### src/rtl/uart_tx_if.sv
// Byte handshake between a producer and the uart_tx holding buffer.
// The master presents data_in/data_valid. The slave returns data_ready.
interface uart_tx_if;
    logic [7:0] data_in;
    logic       data_valid;
    logic       data_ready;

    modport master (output data_in, output data_valid, input data_ready);
    modport slave  (input data_in, input data_valid, output data_ready);
endinterface

### src/rtl/uart_tx.sv
// 8N1 UART transmitter with a one-entry holding buffer.
// Each frame is one start bit (0), eight data bits sent LSB first, and one
// stop bit (1). Every bit is held for CLOCKS_PER_BIT clocks. A byte waiting
// in the buffer starts as soon as the current stop bit ends, so consecutive
// frames are sent without an idle gap.
module uart_tx #(
    parameter int CLOCKS_PER_BIT = 2605
) (
    input  logic     clock,
    input  logic     reset,
    uart_tx_if.slave bus,
    output logic     serial_out,
    output logic     busy,
    output logic     frame_done
);

    localparam int CNT_W = (CLOCKS_PER_BIT > 1) ? $clog2(CLOCKS_PER_BIT) : 1;
    localparam logic [CNT_W-1:0] CNT_LAST = CNT_W'(CLOCKS_PER_BIT - 1);

    localparam logic [1:0] ST_IDLE  = 2'b00;
    localparam logic [1:0] ST_START = 2'b01;
    localparam logic [1:0] ST_DATA  = 2'b10;
    localparam logic [1:0] ST_STOP  = 2'b11;

    logic [1:0]       state;
    logic [CNT_W-1:0] clk_cnt;
    logic [2:0]       bit_idx;
    logic             buf_empty;
    logic [7:0]       buf_data;
    logic [7:0]       shift;

    logic bit_last;
    logic accept;
    logic drain;

    assign bit_last = (clk_cnt == CNT_LAST);
    assign accept   = buf_empty && bus.data_valid;
    // A full buffer is loaded into the shift register on the edge where the
    // FSM enters START: either from IDLE, or at the end of a stop bit.
    assign drain    = !buf_empty &&
                      ((state == ST_IDLE) || ((state == ST_STOP) && bit_last));

    assign bus.data_ready = buf_empty;
    assign busy           = (state != ST_IDLE) || !buf_empty;
    assign frame_done     = (state == ST_STOP) && bit_last;

    // Byte storage: buffer capture on accept, shift register load on drain and shift after each data bit.
    always_ff @(posedge clock) begin
        if (accept) begin
            buf_data <= bus.data_in;
        end
        if (drain) begin
            shift <= buf_data;
        end else if ((state == ST_DATA) && bit_last) begin
            shift <= shift >> 1;
        end
    end

    // Frame sequencing, bit timing, buffer occupancy and the registered line output.
    always_ff @(posedge clock) begin
        if (reset) begin
            state      <= ST_IDLE;
            clk_cnt    <= '0;
            bit_idx    <= '0;
            buf_empty  <= 1'b1;
            serial_out <= 1'b1;
        end else begin
            if (accept) begin
                buf_empty <= 1'b0;
            end else if (drain) begin
                buf_empty <= 1'b1;
            end

            case (state)
                ST_IDLE: begin
                    clk_cnt    <= '0;
                    bit_idx    <= '0;
                    serial_out <= 1'b1;
                    if (!buf_empty) begin
                        state      <= ST_START;
                        serial_out <= 1'b0;
                    end
                end
                ST_START: begin
                    if (bit_last) begin
                        clk_cnt    <= '0;
                        bit_idx    <= '0;
                        state      <= ST_DATA;
                        serial_out <= shift[0];
                    end else begin
                        clk_cnt <= clk_cnt + CNT_W'(1);
                    end
                end
                ST_DATA: begin
                    if (bit_last) begin
                        clk_cnt <= '0;
                        if (bit_idx == 3'd7) begin
                            state      <= ST_STOP;
                            serial_out <= 1'b1;
                        end else begin
                            bit_idx    <= bit_idx + 3'd1;
                            serial_out <= shift[1];
                        end
                    end else begin
                        clk_cnt <= clk_cnt + CNT_W'(1);
                    end
                end
                ST_STOP: begin
                    if (bit_last) begin
                        clk_cnt <= '0;
                        if (!buf_empty) begin
                            state      <= ST_START;
                            serial_out <= 1'b0;
                        end else begin
                            state      <= ST_IDLE;
                            serial_out <= 1'b1;
                        end
                    end else begin
                        clk_cnt <= clk_cnt + CNT_W'(1);
                    end
                end
                default: begin
                    state      <= ST_IDLE;
                    clk_cnt    <= '0;
                    bit_idx    <= '0;
                    buf_empty  <= 1'b1;
                    serial_out <= 1'b1;
                end
            endcase
        end
    end

endmodule

### src/flat_wrapper.sv
// flat-port wrapper written by rule: the top's interface ports become plain ports
module uart_tx_flat 
#(
    parameter int CLOCKS_PER_BIT = 2605
)
  (clock, reset, serial_out, busy, frame_done, bus_data_in, bus_data_valid, bus_data_ready);
  uart_tx_if bus_i ();
  input  logic clock;
  input  logic reset;
  output logic serial_out;
  output logic busy;
  output logic frame_done;
  input wire logic [$bits(bus_i.data_in)-1:0] bus_data_in;
  input wire logic [$bits(bus_i.data_valid)-1:0] bus_data_valid;
  output wire logic [$bits(bus_i.data_ready)-1:0] bus_data_ready;
  assign bus_i.data_in = bus_data_in;
  assign bus_i.data_valid = bus_data_valid;
  assign bus_data_ready = bus_i.data_ready;
  uart_tx #(.CLOCKS_PER_BIT(CLOCKS_PER_BIT)) u_core (.clock(clock), .reset(reset), .bus(bus_i), .serial_out(serial_out), .busy(busy), .frame_done(frame_done));
endmodule
### config.mk
export PLATFORM = sky130hd
export DESIGN_NAME = uart_tx_flat
export DESIGN_NICKNAME = d
export VERILOG_FILES = /design/src/rtl/uart_tx_if.sv /design/src/rtl/uart_tx.sv /design/src/flat_wrapper.sv
export SDC_FILE = /design/constraint.sdc
export NUM_CORES = 1
export LEC_CHECK = 0
export CORE_UTILIZATION = 56
export CTS_CLUSTER_DIAMETER = 120
export DETAILED_ROUTE_END_ITERATION = 10
export PLACE_DENSITY_LB_ADDON = 0.08
export SYNTH_ARGS = -nofsm -noshare
export SYNTH_HDL_FRONTEND = slang
export SYNTH_SLANG_ARGS = --single-unit
### constraint.sdc
create_clock -name clock -period 2.1 [get_ports clock]
set_clock_uncertainty 0.1 [all_clocks]
set_input_delay 0.42 -clock clock [delete_from_list [all_inputs] [get_ports clock]]
set_output_delay 0.42 -clock clock [all_outputs]
set_load 0.1 [all_outputs]
### Word-level counts from Yosys, hierarchy flattened

Cells that the tools add are included.
Widths: inputs -> output; s select.

| word-level totals | value |
|---|---|
| bits in registers | 35 |

| operators by class | value |
|---|---|
| multiplexer cells | 23 |
| equal/unequal tests | 11 |
| reduce and logical (&&, ||, !) cells | 16 |
| $add $sub $neg | 2 |

Operators with widths:

| kind | count |
|---|---|
| $pmux 12 s2 | 1 |
| $mux 8 | 2 |
| $add 12x1->12 const B | 1 |
| $eq 12x12->1 const B | 1 |
| $mux 12 | 1 |
| $mux 2 | 5 |
| $mux 3 | 3 |
| $pmux 3 s3 | 1 |
| $mux 1 | 8 |
| $pmux 2 s4 | 1 |
| $ne 2x1->1 const B | 3 |
| $ne 2x2->1 const B | 3 |
| $reduce_bool 2->1 | 3 |
| $reduce_and 5->1 | 1 |
| $eq 2x2->1 const B | 2 |
| $logic_and 1x1->1 | 4 |
| $pmux 1 s4 | 1 |
| $reduce_and 4->1 | 1 |
| $add 3x1->3 const B | 1 |
| $eq 3x3->1 const B | 1 |
| $reduce_and 3->1 | 1 |
| $reduce_bool 3->1 | 1 |
| $reduce_or 3->1 | 1 |
| $eq 2x1->1 const B | 1 |
| other kinds (3) | 4 |

### Depth between registers and ports, before layout

| logic depth | value |
|---|---|
| word-level depth | 6 |
| mapped depth | 7 |
| depth with buffers taken out | 6 |

### Least setup slack after synthesis

No wires, ideal clock.

| path | value |
|---|---|
| path type | register to register |
| start point | reg u_core.buf_empty, in the netlist u_core.bus.data_ready |
| end point | reg u_core.state[0] |
| setup slack | -0.621 ns |
| period minus slack after synthesis | 2.721 ns |
| library setup time | 0.086 ns |
| buffers on the path | 0 |
| stages on the path, launching flop included | 5 |
| arrival | 2.535 ns |
| required time | 1.914 ns |
| path through | dfxtp_1 > nand2_1 > o21ai_0 > nor2_1 > a221oi_2 |

| between the ends | value |
|---|---|
| word-level cells in the longest chain between the ends | 3 |
| elaborated cells between the ends (all ways) | 5 |
| classes of those cells | 1 x eq/ne; 3 x mux; 1 x reduce/logical |

Ends and longest elaborated chain:

| what | line | source |
|---|---|---|
| start: declaration | uart_tx.sv:28 | `logic buf_empty;` |
| start signal: assignment | uart_tx.sv:65 | `buf_empty <= 1'b1;` |
| start signal: assignment | uart_tx.sv:69 | `buf_empty <= 1'b0;` |
| start signal: assignment | uart_tx.sv:71 | `buf_empty <= 1'b1;` |
| $mux 1 | uart_tx.sv:111 | `if (!buf_empty) begin` |
| $mux 2 | uart_tx.sv:109 | `if (bit_last) begin` |
| $pmux 2 s4 | uart_tx.sv:74 | `case (state)` |
| end signal: assignment | uart_tx.sv:80 | `state <= ST_START;` |
| end signal: assignment | uart_tx.sv:112 | `state <= ST_START;` |
| end signal: assignment | uart_tx.sv:115 | `state <= ST_IDLE;` |
| end: declaration | uart_tx.sv:25 | `logic [1:0] state;` |

Parallel ways exist; a longest one is shown, timed or not. The select of a mux whose other input is x is not followed.
A chain may end at the register's enable or synchronous reset.

### Worst setup path after layout

| path | value |
|---|---|
| start point | reg u_core.clk_cnt[1] |
| end point | out frame_done |

| between the ends | value |
|---|---|
| word-level cells in the longest chain between the ends | 2 |

Ends and longest elaborated chain:

| what | line | source |
|---|---|---|
| start: declaration | uart_tx.sv:26 | `logic [CNT_W-1:0] clk_cnt;` |
| start signal: assignment | uart_tx.sv:91 | `clk_cnt <= clk_cnt + CNT_W'(1);` |
| start signal: assignment | uart_tx.sv:105 | `clk_cnt <= clk_cnt + CNT_W'(1);` |
| start signal: assignment | uart_tx.sv:119 | `clk_cnt <= clk_cnt + CNT_W'(1);` |
| $eq 12x12->1 | uart_tx.sv:36 | `assign bit_last = (clk_cnt == CNT_LAST);` |
| $logic_and 1x1->1 | uart_tx.sv:45 | `assign frame_done = (state == ST_STOP) && bit_last;` |
| end: declaration | flat_wrapper.sv:12 | `output logic frame_done;` |

No other way between the ends.

==> results.md <==
- For this design the ratio of total power to cell area is approximately 1000 nW/µm².
- After layout, the design draws a total of 0.002138 W.
- After synthesis, the mean cell area works out to between 10 and 15 µm².
- The horizontal extent of the die is roughly 56 µm.
- The highest clock rate is between 0.4 and 0.5 GHz.
- Synthesis handed over a netlist of 150 instances.
- The length of the first detailed-routing pass in iterations is 4.
- The final weighted congestion in routability-driven placement is 0.8387.
- The setup TNS after final layout is 0 ns.
- Measured against its own limit, the worst slew margin works out to 0.6820.
- The worst setup path is of the flip-flop to output port kind.
- The number of antenna violations at the first check in global routing was 0.
- The number of top-level pins is 15.
- In the final layout, the share of cells above drive strength 1 is 0.2865.
- The first global-routing pass estimated 5119 µm of wire.
- The HPWL after detailed placement is 2242 µm.
- Buffers inserted during clock tree synthesis total 5.
- The count of nets after finishing is between 200 and 250.
- The synthesized netlist contains 36 unique library cells.
- The count of fill cells added during filler insertion is roughly 210.
- The number of synthesized register bits is 35.
- The remaining routing DRC violations is 0.
- The capture point of the worst reg-to-reg path is u_core.clk_cnt[9].
- Setup repair after global routing could not meet its margin everywhere.
- The clock period could shrink to between 2 and 2.5 ns.
- In this run the number of H-tree levels came out at 2.
- The placed standard-cell area is 1979 µm².
- Across all layers, the routed design uses about 1,200 vias.
- The area of the placeable core is around 2800 µm².
- STA classifies the critical path endpoint as an output port.
- The flow ran to the end, and the final reports show no timing, DRC or antenna violations.
- The row count is 19.
- The leftover overflow at the end of global routing is 0.
- For this run, the share of the core covered by cells in the final layout is 0.7377.
- During synthesis, Yosys emitted a total of 0 warnings.
- The height of the die is 56.37 µm.
- The end of the critical path is frame_done.
- 0 antenna diodes ended up in the layout.
- The maximum VDD drop is 0.001070 V.
- Measured in cells, the most critical reg-to-reg path has a length of 8.
- The count of nets left with antenna violations once routing finished came out at 0.
- At the pin with the least slew margin, the transition time is between 0.4 and 0.5 ns.
- The via density per instance is approximately 5.5.
- Across the run, the number of max-cap violations was 0.
- The root buffer cell chosen for the clock tree is sky130_fd_sc_hd__clkbuf_4.
- The path type of the worst min-delay path is flip-flop to flip-flop.
- The setup violation total in the final timing report is 0.
- The worst setup path is launched from a flip-flop.
- Dividing the detail-routed wire length by the instance count gives 13.62 µm.
- The TritonCTS clock tree is built.
- The sequential cell area fraction in the yosys report is 0.5200.
- The most critical setup path has its startpoint at u_core.clk_cnt[1].
- The post-synthesis cell area is 1655 µm².
- The growth of design area from synthesis to finish is 23.96%.
- The standby leakage power is approximately 0.74 nW.
- The all-layer global routing usage is 0.2147.
- The number of nets in the synthesized netlist is about 170.
- The area of the die is 3178 µm².
- The initial core utilization is 0.5951.
- The count of buffers from port buffering is 14.
- Entering global routing, the biggest net connects 14 pins.
- The setup check on the worst reg-to-reg path leaves a slack of between 0.1 and 0.15 ns.
- The clock transition time at the flip-flop clock pins of the worst setup and hold paths is between 0.1 and 0.15 ns.
- The required time reported for the critical path endpoint is about 1.6 ns.
- The number of DRC markers in iteration 0 is 39.
- For the worst-skew pair, the clock arrives at the later sink with an insertion delay of roughly 0.33 ns.
- Along the worst path, the maximum fanout reaches 2.
- The max-slew violation total from the final report is 0.
- The final layout contains routed wiring with a total length of between 2000 and 3000 µm.
- In this run the deepest clock path goes through 2 buffers.
- The final hold violation count is 0.
- The data arrival at the endpoint of the critical path is ~1.5 ns.
- For this design, the sink count on the clock tree is 35.
- In the finished design, the share of the clock period the worst path needs comes to 0.9679.
- The via count of the first global-routing pass is roughly 1,200.
- In this run the critical register-to-register path is launched from u_core.clk_cnt[0].
- The finished cells cover a little over 2000 µm².
## state kept, by name (all words and copies together) (netlist names)
register and cells:
u_core.serial_out 1, u_core.buf_data 8, u_core.bus.data_ready 1, u_core.state 2, u_core.bit_idx 3, u_core.shift 8, u_core.clk_cnt 12
## worst max-delay path: stages (launching register included)
cell                       delay (ns)
sky130_fd_sc_hd__dfxtp_2         0.34
sky130_fd_sc_hd__inv_2           0.04
sky130_fd_sc_hd__ha_2            0.15
sky130_fd_sc_hd__nor4bb_4        0.19
sky130_fd_sc_hd__and4_4          0.28
sky130_fd_sc_hd__buf_12          0.17
## Yosys cell counts
master	count	area (µm²)
sky130_fd_sc_hd__a31oi_2	1	12.51
sky130_fd_sc_hd__nor2b_1	1	6.260
sky130_fd_sc_hd__dfxtp_1	19	380.4
sky130_fd_sc_hd__xor2_1	1	8.760
sky130_fd_sc_hd__nand4_1	4	25.02
sky130_fd_sc_hd__a221oi_2	1	15.01
sky130_fd_sc_hd__a21oi_1	1	5.000
sky130_fd_sc_hd__clkbuf_1	2	7.510
sky130_fd_sc_hd__edfxtp_1	16	480.5
sky130_fd_sc_hd__or3_1	4	25.02
sky130_fd_sc_hd__o211ai_1	3	22.52
sky130_fd_sc_hd__and3_2	1	7.510
sky130_fd_sc_hd__nor4_1	2	12.51
sky130_fd_sc_hd__or4_1	1	7.510
sky130_fd_sc_hd__buf_6	1	11.26
sky130_fd_sc_hd__a211o_1	1	8.760
sky130_fd_sc_hd__and2_1	1	6.260
sky130_fd_sc_hd__and4_2	1	10.01
sky130_fd_sc_hd__or4b_1	1	10.01
sky130_fd_sc_hd__nor3_1	5	25.02
sky130_fd_sc_hd__o21bai_1	1	7.510
sky130_fd_sc_hd__nor2_1	18	67.56
sky130_fd_sc_hd__nor4b_4	1	23.77
sky130_fd_sc_hd__o21ai_0	2	10.01
sky130_fd_sc_hd__o31ai_1	1	7.510
sky130_fd_sc_hd__nand2_1	15	56.30
sky130_fd_sc_hd__mux2_2	7	78.83
sky130_fd_sc_hd__a311oi_1	1	8.760
sky130_fd_sc_hd__a31oi_1	3	18.77
sky130_fd_sc_hd__ha_1	10	125.1
sky130_fd_sc_hd__and3_1	1	6.260
sky130_fd_sc_hd__nand3_1	3	15.01
sky130_fd_sc_hd__xnor2_1	9	78.83
sky130_fd_sc_hd__nor4bb_4	1	25.02
sky130_fd_sc_hd__inv_1	9	33.78
sky130_fd_sc_hd__buf_2	1	5.000
## logic make-up (layout without fill, tap and decap cells)
| family | count (synthesis) | count (layout) | share of synthesized area |
|---|---|---|---|
| compound gates | 15 | 15 | 0.07029 |
| xor+xnor | 10 | 10 | 0.05291 |
| fa+ha+maj | 10 | 10 | 0.07559 |
| buf+inv | 13 | 48 | 0.03477 |
| flops | 35 | 35 | 0.5200 |
| mux | 7 | 7 | 0.04762 |
| simple gates | 60 | 60 | 0.1988 |
## layout by cell type, fill, tap and decap left out, drive strengths merged
| cell | count |
|---|---|
| xnor2 | 9 |
| mux2 | 7 |
| buf | 21 |
| dfxtp | 19 |
| a311oi | 1 |
| clkinvlp | 1 |
| nor4 | 2 |
| nand2 | 15 |
| nand3 | 3 |
| nor3 | 5 |
| inv | 9 |
| nand4 | 4 |
| clkdlybuf4s50 | 10 |
| o31ai | 1 |
| a21oi | 1 |
| nor2b | 1 |
| clkinv | 2 |
| a221oi | 1 |
| and4 | 1 |
| and3 | 2 |
| o21ai | 2 |
| xor2 | 1 |
| a211o | 1 |
| ha | 10 |
| or3 | 4 |
| nor2 | 18 |
| o21bai | 1 |
| or4 | 1 |
| clkbuf | 5 |
| edfxtp | 16 |
| o211ai | 3 |
| and2 | 1 |
| or4b | 1 |
| nor4b | 1 |
| nor4bb | 1 |
| a31oi | 4 |
## routing by layer
| metal | track usage | wire (µm) | part of all wire |
|---|---|---|---|
| met1 | 0.2587 | 1358 | 0.46 |
| met2 | 0.3537 | 1451 | 0.49 |
| met3 | 0.07373 | 94 | 0.032 |
| met4 | 0.08362 | 37 | 0.013 |
| met5 | 0 | 0 | 0 |
## metrics by stage
stage	setup WS [ns]	hold WS, ns	std cells
3_5_place_dp	-0.1601	0.3520	208
4_1_cts	0.03339	0.3802	215
6_report	0.06750	0.3752	216
2_1_floorplan	0.002245	0.3193	150
5_1_grt	-0.02573	0.4022	216
3_3_place_gp	-0.1160	0.3517	208
## repair_timing
action                     4_1_cts  5_1_grt
setup endpoints to repair       16        6
resized for setup                1        6
pin swaps                        1        1
setup buffers                    0        1
hold buffers                     0        0
cloned                           0        0
## final cells by class
cell class	count	area, µm²	area share
clock buffer	5	37.54	0.01829
clock inverter	3	25.02	0.01220
inverter	9	33.78	0.01646
multi-input combinational	102	754.5	0.3677
sequential	35	867.1	0.4226
tap	31	38.79	0.01890
timing repair buffer	31	295.3	0.1439
## how the worst min path moves through the flow
| stage | endpoint | depth (start not counted) | startpoint |
|---|---|---|---|
| 6_report | u_core.serial_out | 1 | u_core.serial_out |
| 2_1_floorplan | u_core.clk_cnt[0] | 1 | u_core.clk_cnt[0] |
| 3_5_place_dp | u_core.serial_out | 1 | u_core.serial_out |
| 3_3_place_gp | u_core.serial_out | 1 | u_core.serial_out |
| 5_1_grt | u_core.serial_out | 1 | u_core.serial_out |
| 4_1_cts | u_core.serial_out | 1 | u_core.serial_out |
## report_power, final
group | internal [W] | total [W] | switching [W]
Sequential | 0.000831 | 0.000880 | 0.0000497
Clock | 0.000134 | 0.000372 | 0.000238
Combinational | 0.000363 | 0.000885 | 0.000523
Power figures use the tool's default switching activity.
